[src/rtl/alu_issue_queue.sv]
// rtl/alu_issue_queue.sv - instruction FIFO feeding a combinational ALU with a registered result handshake
// Optional feature macro: ALU_ISSUE_ILLEGAL_CHECK_EN (drop opcodes 0 and 9..15, pulse err)
module alu_issue_queue #(
    parameter int DEPTH = 4
) (
    input  logic       clk,
    input  logic       rst,
    input  logic       in_valid,
    output logic       in_ready,
    input  logic [3:0] in_opcode,
    input  logic [3:0] in_a,
    input  logic [3:0] in_b,
    output logic [3:0] alu_opcode,
    output logic [3:0] alu_a,
    output logic [3:0] alu_b,
    input  logic [3:0] alu_c,
    output logic       out_valid,
    input  logic       out_ready,
    output logic [3:0] out_result,
    output logic [3:0] out_opcode,
    output logic       err,
    output logic [4:0] count
);

    localparam int PW = (DEPTH > 1) ? $clog2(DEPTH) : 1;

    typedef enum logic [1:0] {
        IDLE,
        ISSUE,
        HOLD
    } state_t;

    state_t          state_q, state_d;
    logic [11:0]     mem_q [DEPTH];
    logic [PW-1:0]   wptr_q, rptr_q;
    logic [4:0]      count_q, count_d;
    logic [3:0]      alu_opcode_q, alu_a_q, alu_b_q;
    logic [3:0]      out_result_q, out_opcode_q;
    logic            out_valid_q, err_q;
    logic            full, empty, push, pop, issue, drop, capture, release_out;
    logic            head_illegal;
    logic [11:0]     head;

    assign full     = (count_q == 5'(DEPTH));
    assign empty    = (count_q == 5'd0);
    assign in_ready = !full && !rst;
    assign push     = in_valid && in_ready;
    assign head     = mem_q[rptr_q];
    assign count_d  = count_q + {4'd0, push} - {4'd0, pop};

`ifdef ALU_ISSUE_ILLEGAL_CHECK_EN
    assign head_illegal = (head[11:8] == 4'd0) || (head[11:8] >= 4'd9);
`else
    assign head_illegal = 1'b0;
`endif

    // Next-state logic: decide pops, issues, drops and result capture/release
    always_comb begin
        state_d     = state_q;
        pop         = 1'b0;
        issue       = 1'b0;
        drop        = 1'b0;
        capture     = 1'b0;
        release_out = 1'b0;
        case (state_q)
            IDLE: begin
                if (!empty) begin
                    pop = 1'b1;
                    if (head_illegal) begin
                        drop = 1'b1;
                    end else begin
                        issue   = 1'b1;
                        state_d = ISSUE;
                    end
                end
            end
            ISSUE: begin
                capture = 1'b1;
                state_d = HOLD;
            end
            HOLD: begin
                if (out_valid_q && out_ready) begin
                    release_out = 1'b1;
                    state_d     = IDLE;
                    if (!empty) begin
                        pop = 1'b1;
                        if (head_illegal) begin
                            drop = 1'b1;
                        end else begin
                            issue   = 1'b1;
                            state_d = ISSUE;
                        end
                    end
                end
            end
            default: state_d = IDLE;
        endcase
    end

    // FIFO storage; contents need no reset because the pointers define validity
    always_ff @(posedge clk) begin
        if (push) begin
            mem_q[wptr_q] <= {in_opcode, in_a, in_b};
        end
    end

    // State, pointers, ALU drive and result registers
    always_ff @(posedge clk or posedge rst) begin
        if (rst) begin
            state_q      <= IDLE;
            wptr_q       <= '0;
            rptr_q       <= '0;
            count_q      <= 5'd0;
            alu_opcode_q <= 4'd0;
            alu_a_q      <= 4'd0;
            alu_b_q      <= 4'd0;
            out_result_q <= 4'd0;
            out_opcode_q <= 4'd0;
            out_valid_q  <= 1'b0;
            err_q        <= 1'b0;
        end else begin
            state_q <= state_d;
            count_q <= count_d;
            err_q   <= drop;
            if (push) begin
                wptr_q <= wptr_q + 1'b1;
            end
            if (pop) begin
                rptr_q <= rptr_q + 1'b1;
            end
            if (issue) begin
                alu_opcode_q <= head[11:8];
                alu_a_q      <= head[7:4];
                alu_b_q      <= head[3:0];
            end
            if (capture) begin
                out_result_q <= alu_c;
                out_opcode_q <= alu_opcode_q;
                out_valid_q  <= 1'b1;
            end else if (release_out) begin
                out_valid_q <= 1'b0;
            end
        end
    end

    assign alu_opcode = alu_opcode_q;
    assign alu_a      = alu_a_q;
    assign alu_b      = alu_b_q;
    assign out_valid  = out_valid_q;
    assign out_result = out_result_q;
    assign out_opcode = out_opcode_q;
    assign err        = err_q;
    assign count      = count_q;

endmodule

[config.mk]
export PLATFORM = sky130hd
export DESIGN_NAME = alu_issue_queue
export DESIGN_NICKNAME = d
export VERILOG_FILES = /design/src/rtl/alu_issue_queue.sv
export SDC_FILE = /design/constraint.sdc
export NUM_CORES = 1
export LEC_CHECK = 0
export CAP_MARGIN = 20
export CORE_MARGIN = 1.5
export CORE_UTILIZATION = 30
export CTS_CLUSTER_DIAMETER = 80
export CTS_CLUSTER_SIZE = 24
export DETAILED_ROUTE_END_ITERATION = 8
export SETUP_SLACK_MARGIN = 0.1
export SLEW_MARGIN = 20
export SYNTH_ARGS = -nofsm -noshare
export SYNTH_HDL_FRONTEND = slang
export SYNTH_SLANG_ARGS = --single-unit
[constraint.sdc]
create_clock -name clk -period 2.66 [get_ports clk]
set_input_delay 0.532 -clock clk [delete_from_list [all_inputs] [get_ports clk]]
set_output_delay 0.532 -clock clk [all_outputs]
set_load 0.1 [all_outputs]
# Word-level counts from Yosys, hierarchy flattened
# Memory sizes are Yosys's and may differ from the RTL's. A register that Yosys moved wholly into a read port is not among the register bits.
# Index checks and enable logic that the tools add are counted.
dict set report totals {
  ff_bits 20
  ramBits 48
  inputBits 20
  wordCells 40
  memories 1
}
dict set report classes {
  add_sub_neg 4
  eq_ne 5
  muxes 14
  n_reduce_logical 9
}
# memory depth word_bits read_ports rd_clocked_by_memory_dff wr line
set memory_table {}
lappend memory_table {mem_q 4 12 1 1 1 34} ;# logic [11:0] mem_q [DEPTH];
# operator n
set ops {}
lappend ops {{$mux 1} 10}
lappend ops {{$pmux 2 s3} 1}
lappend ops {{$add 5x1->5} 1}
lappend ops {{$eq 5x3->1 const B} 1}
lappend ops {{$logic_not 5->1} 1}
lappend ops {{$sub 5x1->5} 1}
lappend ops {{$add 2x1->2 const B} 2}
lappend ops {{$mux 2} 2}
lappend ops {{$ne 2x2->1 const B} 2}
lappend ops {{$logic_and 1x1->1} 3}
lappend ops {{$eq 2x1->1 const B} 1}
lappend ops {{$eq 2x2->1 const B} 1}
lappend ops {{$logic_not 1->1} 2}
lappend ops {{$logic_not 2->1} 1}
lappend ops {{$pmux 1 s2} 1}
lappend ops {{$reduce_and 2->1} 1}
lappend ops {{$reduce_bool 2->1} 1}

# Longest topological paths before layout
# Gate-level depths: netlist (run 1).
dict set report logic_depth {
  depth_word 6
  mapped_depth 12
  mapped_depth_nobuf 11
}

# Worst setup path before layout (run 1)
# Ideal clock, no wire load.
dict set report synth_path {
  path_kind {register to output}
  start {register count_q[3], in the netlist count[3]}
  end {output port in_ready}
  arrival_ps 2788
  path_slack_ps -660
  stages_incl_launch_ff 4
  path_buffers 0
  path_cell_list {dfrtp_1 -> inv_1 -> ha_1 -> a21oi_1}
}
dict set report synth_between {
  elab_chain_len 3
}
# element line
set synth_rtl {}
lappend synth_rtl {{from (decl)} 36} ;# logic [4:0] count_q, count_d;
lappend synth_rtl {{from (signal assigned)} 123} ;# count_q <= count_d;
lappend synth_rtl {{$eq 5x3->1} 44} ;# assign full = (count_q == 5'(DEPTH));
lappend synth_rtl {{$logic_not 1->1} 46} ;# assign in_ready = !full && !rst;
lappend synth_rtl {{$logic_and 1x1->1} 46}
lappend synth_rtl {{to (decl)} 9} ;# output logic in_ready,
# No other way between the ends.

# Final worst setup path (run 1)
dict set report layout_path {
  start {register count_q[3], in the netlist count[3]}
  end {register count_q[4], in the netlist count[4]}
}
dict set report layout_between {
  elab_chain_len 6
  elab_cells_between_ends 10
  cone_classes {2 x add/sub; 1 x eq/ne; 3 x mux; 4 x reduce/logical}
}
# element line
set layout_rtl {}
lappend layout_rtl {{$eq 5x3->1} 44}
lappend layout_rtl {{$logic_not 1->1} 46}
lappend layout_rtl {{$logic_and 1x1->1} 46}
lappend layout_rtl {{$logic_and 1x1->1} 47} ;# assign push = in_valid && in_ready;
lappend layout_rtl {{$add 5x1->5} 49} ;# assign count_d = count_q + {4'd0, push} - {4'd0, pop};
lappend layout_rtl {{$sub 5x1->5 (*)} 49}
lappend layout_rtl {{net count_d[4]} 36}
# The timed path passes the listed nets; every way through them passes the cells marked *.
# A chain may end at the register's enable or synchronous reset.

==> results_dict.tcl, run 1 <==
set metrics [dict create \
    clock_skew_ns 0.00920 \
    syn-cell-area_um2 3260 \
    cts_setup_buffers 0 \
    synthSimpleGateAreaFrac_pct 3.07 \
    dp_hpwl_um 3870 \
    die_w_um 107 \
    synth_top_area_share_pct 44.2 \
    critPathKind "flip-flop to flip-flop" \
    fin_crit_sh_pct 90.2 \
    utilization_pct 40.0 \
    min_from "state_q[1]" \
    clockRootBuffer "clkbuf_8" \
    antenna_found_initial 0 \
    ys_seq_area_share_pct 68.7 \
    drt-vias-per-instance 4.32 \
    ctsResizeCount 0 \
    slew_headroom_pct 61.5 \
    synth.largest_area_cell "edfxtp_1" \
    wire_per_inst_um 14.4 \
    clk_pin_slew_ns 0.08 \
    yosys_register_bits 80 \
    overflow 0 \
    critPathArrivalTime_ns 2.64 \
    ys_warn_count 0 \
    drt_first_iter_violations 99 \
    htree_num_levels 3 \
    startpoint "count[3]" \
    r2r_slack_ns 0.26 \
    crit_path_max_fanout 3 \
    ys_top_cells_by_area "edfxtp_1 (44%), dfrtp_1 (25%), mux4_2 (5.5%)" \
    cp.required_ns 2.90 \
    fin_crit_ns 2.40 \
    clock_path_buffers 2 \
    fmax_mhz 417 \
    synth_cell_types 28 \
    synth_cells 170 \
    clkLatencyLatePin_ns 0.34 \
    clkSinkCount 80 \
    avgSynthCellArea_um2 19.2 \
    synth_xor_area_share_pct 1.88 \
    hold_buffers 0 \
    portBuffers 46 \
    maxCapViolations 0 \
    diodes 0 \
    die_area_um2 11500 \
    rsz0062_at_grt "no" \
    final_antenna_net_count 0 \
    r2r-end "count[4]" \
    synth_compound_area_share_pct 1.95 \
    dr.pass1.iters 4 \
    nNetsFinal 267 \
    hold_violations 0 \
    die_height_um 107 \
    cts_buffers 9 \
    grt_pass1_wl_um 8860 \
    synth_top_family_by_area "multiplexers" \
    yosys-mux-area-fraction_pct 16.9 \
    grt_pass1_vias 1726 \
    wirelength_um 5420 \
    grt_max_degree 33 \
    dr_total_vias 1630 \
    timing.rr.start "count[3]" \
    holdPathEnd "out_valid" \
    gp_congestion 0.775 \
    area_growth_syn_to_layout_pct 28.2 \
    io_pins 48 \
    grt_use_total_pct 10.4 \
    cts_tree "yes" \
    synth_fp_nets 201 \
    final_layout_size_suffix_gt1_share_pct 43.6 \
    min_path_type "flip-flop to flip-flop" \
    core_um2 10500 \
    min_path_cells 1 \
    start_kind "flip-flop" \
    rr_worst_depth 11 \
    endpoint_kind "flip-flop" \
    rows 37 \
    worstMarginPinSlew_ns 0.577 \
    drv_slew 0 \
    initial_core_util_pct 31.2 \
    status "completed" \
    synth_adder_area_share_pct 4.45 \
    setup_violations 0 \
    drc 0 \
]
flip-flops by register name (all words and copies together), names as in the netlist, 4 cells and up:
register / flops
mem_q: 48
count: 5
alu_a: 4
alu_b: 4
alu_opcode: 4
out_opcode: 4
out_result: 4
logic make-up after synthesis:
| group | after synthesis |
|---|---|
| muxes | 33 |
| buffers and inverters | 16 |
| AOI/OAI and AO/OA | 10 |
| other | 1 |
| DFF | 80 |
| and+or+nand+nor | 12 |
| adders and majority gates | 11 |
| xor gates and xnor gates | 7 |
how the worst max path moves through the flow:
| stage | endpoint | slack (ns) |
|---|---|---|
| after floorplan | count[4] | 0.05 |
| after global placement | count[4] | 0.04 |
| after detailed placement | count[4] | -0.04 |
| after CTS | count[4] | 0.24 |
| after global routing | count[4] | 0.13 |
| final | count[4] | 0.26 |
area by class of cell:
class	count	area, µm²
Clock inverter	7	120
Tap cell	136	170
Clock buffer	9	124
Fill cell	984	6280
Inverter	11	41.3
Multi-Input combinational cell	74	963
Sequential cell	80	2260
Timing Repair Buffer	60	510
synth_stat cells:
cell type	n
edfxtp_1	48
dfrtp_1	32
mux2_2	13
inv_1	11
ha_1	10
mux2_4	8
mux4_2	8
a21oi_1	6
xor2_1	5
and2_1	4
mux4_1	4
a21o_1	2
buf_6	2
nor3_1	2
xnor2_1	2
a21boi_2	1
buf_12	1
buf_2	1
buf_4	1
conb_1	1
fa_1	1
nand2_1	1
nand2b_1	1
nor2_2	1
nor3_4	1
nor4b_1	1
nor4b_4	1
o21bai_1	1
routing by layer:
layer / share of wire (%) / GRT usage, % / vias to the layer above / wire, µm
met2: 50 / 16.3 / 27 / 2710
met1: 45 / 13.2 / 826 / 2440
met3: 3.2 / 2.91 / 8 / 172
met4: 1.9 / 5.14 / 0 / 101
met5: 0 / 0 / - / 0
li1: - / - / 769 / -
critical path, stage by stage, from the launching register on:
cell and delay, ns:
dfrtp_4 0.50, inv_2 0.07, ha_2 0.15, nor4b_4 0.30
nor3_4 0.07, ha_4 0.27, inv_2 0.03, ha_4 0.15
fa_2 0.38, a21oi_2 0.14, o21bai_1 0.09, xnor2_1 0.13
cells in the final DEF (no fill, tap or decap), drive strengths merged, types with 3 or more instances in the layout:
master and count:
edfxtp 48, and2 4, inv 11, clkdlybuf4s50 19, bufinv 3, a21oi 6
dfrtp 32, clkinv 3, buf 41, nor3 3, clkbuf 9, mux4 12
mux2 21, ha 10, xor2 5
per-stage QoR:
stage | cells | TNS, ns | hold WS, ns | instance area [µm²] | setup WS (ns)
4_1_cts | 377 | 0 | 0.510 | 4190 | 0.237
3_5_place_dp | 361 | -0.0385 | 0.500 | 3940 | -0.0385
2_1_floorplan | 170 | 0 | 0.472 | 3320 | 0.0466
6_report | 377 | 0 | 0.509 | 4190 | 0.262
5_1_grt | 377 | 0 | 0.534 | 4190 | 0.133
3_3_place_gp | 361 | 0 | 0.489 | 3940 | 0.0397
Power of run 1 is not shown: default switching activity piles up to over one toggle a cycle in this logic, so the estimate is an artifact.
==> inputs of run 2 (changes only) <==
ABC_AREA = 1   (was not set)
CTS_CLUSTER_DIAMETER = 100   (was 80)
==> run 2 against run 1 <==
Effect of this change: the run now ends with DRC left; final cell count rose by 49%; register-to-register slack better by 0.095 ns; count of clock-buffer cells in the layout increased by 1; via count grew 47%; non-clock buffer count down 5; utilization is 1.7 points lower; setup slack better by 0.095 ns; global-route usage grew 1.4 points; critical path depth rose by 1; maximum frequency up 4.1%; largest cell class unchanged.
==> results_dict.tcl, run 2 <==
set metrics [dict create \
    dp_hpwl_um 4620 \
    core_um2 11500 \
    drt_first_iter_violations 120 \
    peakVddDrop_mv 0.323 \
    drt-vias-per-instance 4.24 \
    multi_input_area_um2 977 \
    synthSimpleGateAreaFrac_pct 21.2 \
    dr.pass1.iters 6 \
    setup_violations 0 \
    yosys-mux-area-fraction_pct 0 \
    clkLatencyLatePin_ns 0.33 \
    p_int_mw 2.36 \
    grt_use_total_pct 11.8 \
    power_mw 3.55 \
    clkPwrFrac_pct 31.4 \
    cp.required_ns 2.88 \
    fin_crit_ns 2.30 \
    synth_top_area_share_pct 40.5 \
    largest-register "mem_q" \
    drc 12 \
    yosys_register_bits 80 \
    async_reset_ff_share_pct 40.0 \
    fin_crit_sh_pct 86.6 \
    final_layout_size_suffix_gt1_share_pct 17.1 \
    mostFrequentLayoutCells "nand2_1 (131), inv_1 (64), edfxtp_1 (48), buf_4 (35), nand3_1 (31)" \
    grt_max_degree 35 \
    synth.largest_area_cell "edfxtp_1" \
    fin_tns_setup_ns 0 \
    utilization_pct 38.3 \
    synth_edf_count 48 \
    cts_buffers 9 \
    switching_power_mw 1.19 \
    hold_buffers 0 \
    overflow 0 \
    dr_total_vias 2388 \
    grt_pass1_vias 2310 \
    portBuffers 46 \
    synth_top_family_by_area "simple AND/OR/NAND/NOR gates" \
    gp_congestion 0.691 \
    die_w_um 112 \
    endpoint_kind "flip-flop" \
    diodes 0 \
    htree_num_levels 3 \
    fillCellCount 1129 \
    min_path_type "flip-flop to flip-flop" \
    maxCapViolations 0 \
    initial_core_util_pct 30.9 \
    synth_cell_types 25 \
    cts_tree "yes" \
    antenna_found_initial 0 \
    p_comb_share_pct 25.4 \
    largest_reg_flops 48 \
    synth_fp_nets 390 \
    p_leak_nw 2.13 \
    grt_pass1_wl_um 11400 \
    die_area_um2 12500 \
    synth_xor_area_share_pct 0.984 \
    drv_slew 0 \
    synth_cells 359 \
    clkSinkCount 80 \
    critPathArrivalTime_ns 2.52 \
    start_kind "flip-flop" \
    crit_path_max_fanout 3 \
    cts_setup_buffers 0 \
    wirelength_um 7000 \
    avgSynthCellArea_um2 9.92 \
    seq_power_share_pct 43.3 \
    final_common_cell "nand2_1" \
    yosys-top-cells-count "nand2_1 (131), inv_1 (65), edfxtp_1 (48), dfrtp_1 (32), nand3_1 (31)" \
    synth_ff_type "edfxtp_1" \
    die_height_um 112 \
    status "complete, but fails checks" \
    rows 39 \
    io_pins 48 \
    wire_per_inst_um 12.4 \
    hold_violations 0 \
    clk_pin_slew_ns 0.06 \
    synth_adder_area_share_pct 4.08 \
    clock_skew_ns 0.00576 \
    fmax_mhz 434 \
    switching_share_pct 33.6 \
    area_growth_syn_to_layout_pct 24.0 \
    powerDensity_nw_per_um2 803 \
    clockRootBuffer "clkbuf_16" \
    rsz0062_at_grt "no" \
    syn-cell-area_um2 3560 \
    ys_top_cells_by_area "edfxtp_1 (40%), dfrtp_1 (22%), nand2_1 (14%)" \
    ys_seq_area_share_pct 63.0 \
    final_antenna_net_count 0 \
    seqCellArea_um2 2250 \
    synth_compound_area_share_pct 0.949 \
    critPathKind "flip-flop to flip-flop" \
    synth.most_common_cell "nand2_1" \
    ys_warn_count 0 \
    clock_path_buffers 2 \
    nNetsFinal 446 \
    violations "DRC" \
    ctsResizeCount 0 \
]
==> run 2: critical path, stage by stage (launching register included) <==
cell     delay [ns]
dfrtp_4        0.48
inv_1          0.08
ha_1           0.21
nand2_2        0.07
nor2_2         0.11
nor2_2         0.05
ha_1           0.26
inv_1          0.04
ha_1           0.20
fa_1           0.40
nand3_1        0.13
a21o_1         0.12
nand2_1        0.04
==> run 2: layer usage <==
metal | global-route usage (%) | share of wire, % | vias up | wire length (µm)
met4 | 4.22 | 0.59 | 0 | 41
li1 | - | - | 1220 | -
met2 | 19.6 | 49 | 61 | 3400
met1 | 14.8 | 44 | 1103 | 3090
met3 | 3.38 | 6.6 | 4 | 463
met5 | 0 | 0 | - | 0
==> run 2: area by class of cell <==
type	instances	area share, %
Clock inverter	6	0.992
Multi-Input combinational cell	201	22.1
Clock buffer	10	5.19
Sequential cell	80	51.0
Timing Repair Buffer	55	10.7
Inverter	68	5.92
Tap cell	143	4.05
==> run 2: metrics by stage <==
| step | hold slack (ns) | setup slack, ns | instances | cell area, µm² |
|---|---|---|---|---|
| after global routing | 0.464 | 0.162 | 563 | 4420 |
| after floorplan | 0.416 | 0.114 | 359 | 3580 |
| final | 0.437 | 0.357 | 563 | 4420 |
| after global placement | 0.427 | 0.155 | 547 | 4140 |
| after detailed placement | 0.436 | 0.130 | 547 | 4140 |
| after CTS | 0.444 | 0.324 | 563 | 4420 |
==> run 2: power by group through the flow <==
| stage | combinational, mW | sequential, mW | clock (mW) |
|---|---|---|---|
| 2_1_floorplan | 0.393 | 1.83 | 0 |
| 3_3_place_gp | 0.895 | 1.56 | 0 |
| 3_5_place_dp | 0.906 | 1.56 | 0 |
| 4_1_cts | 0.913 | 1.54 | 1.15 |
| 5_1_grt | 0.983 | 1.55 | 1.19 |
| 6_report | 0.900 | 1.53 | 1.11 |
==> run 2: cell families after synthesis <==
family,Yosys count
buffers and inverters,78
flip-flops,80
adder cells (fa/ha/maj),11
AND/OR/NAND/NOR,179
other,1
XOR/XNOR,4
AO/OA/AOI/OAI,6
==> run 2: final timing paths <==
check / depth (start not counted) / from / end / slack (ns)
hold reg to reg: 1 / state_q[0] / state_q[1] / 0.44
setup / recovery: 12 / count[3] / count[4] / 0.36
setup reg to reg: 12 / count[3] / count[4] / 0.36
hold / removal: 1 / state_q[0] / state_q[1] / 0.44
min in group asynchronous: 3 / rst / alu_a[1] / 0.77
max in group asynchronous: 3 / rst / count[3] / 1.52
No activity file was read; power rests on OpenSTA's default activity.
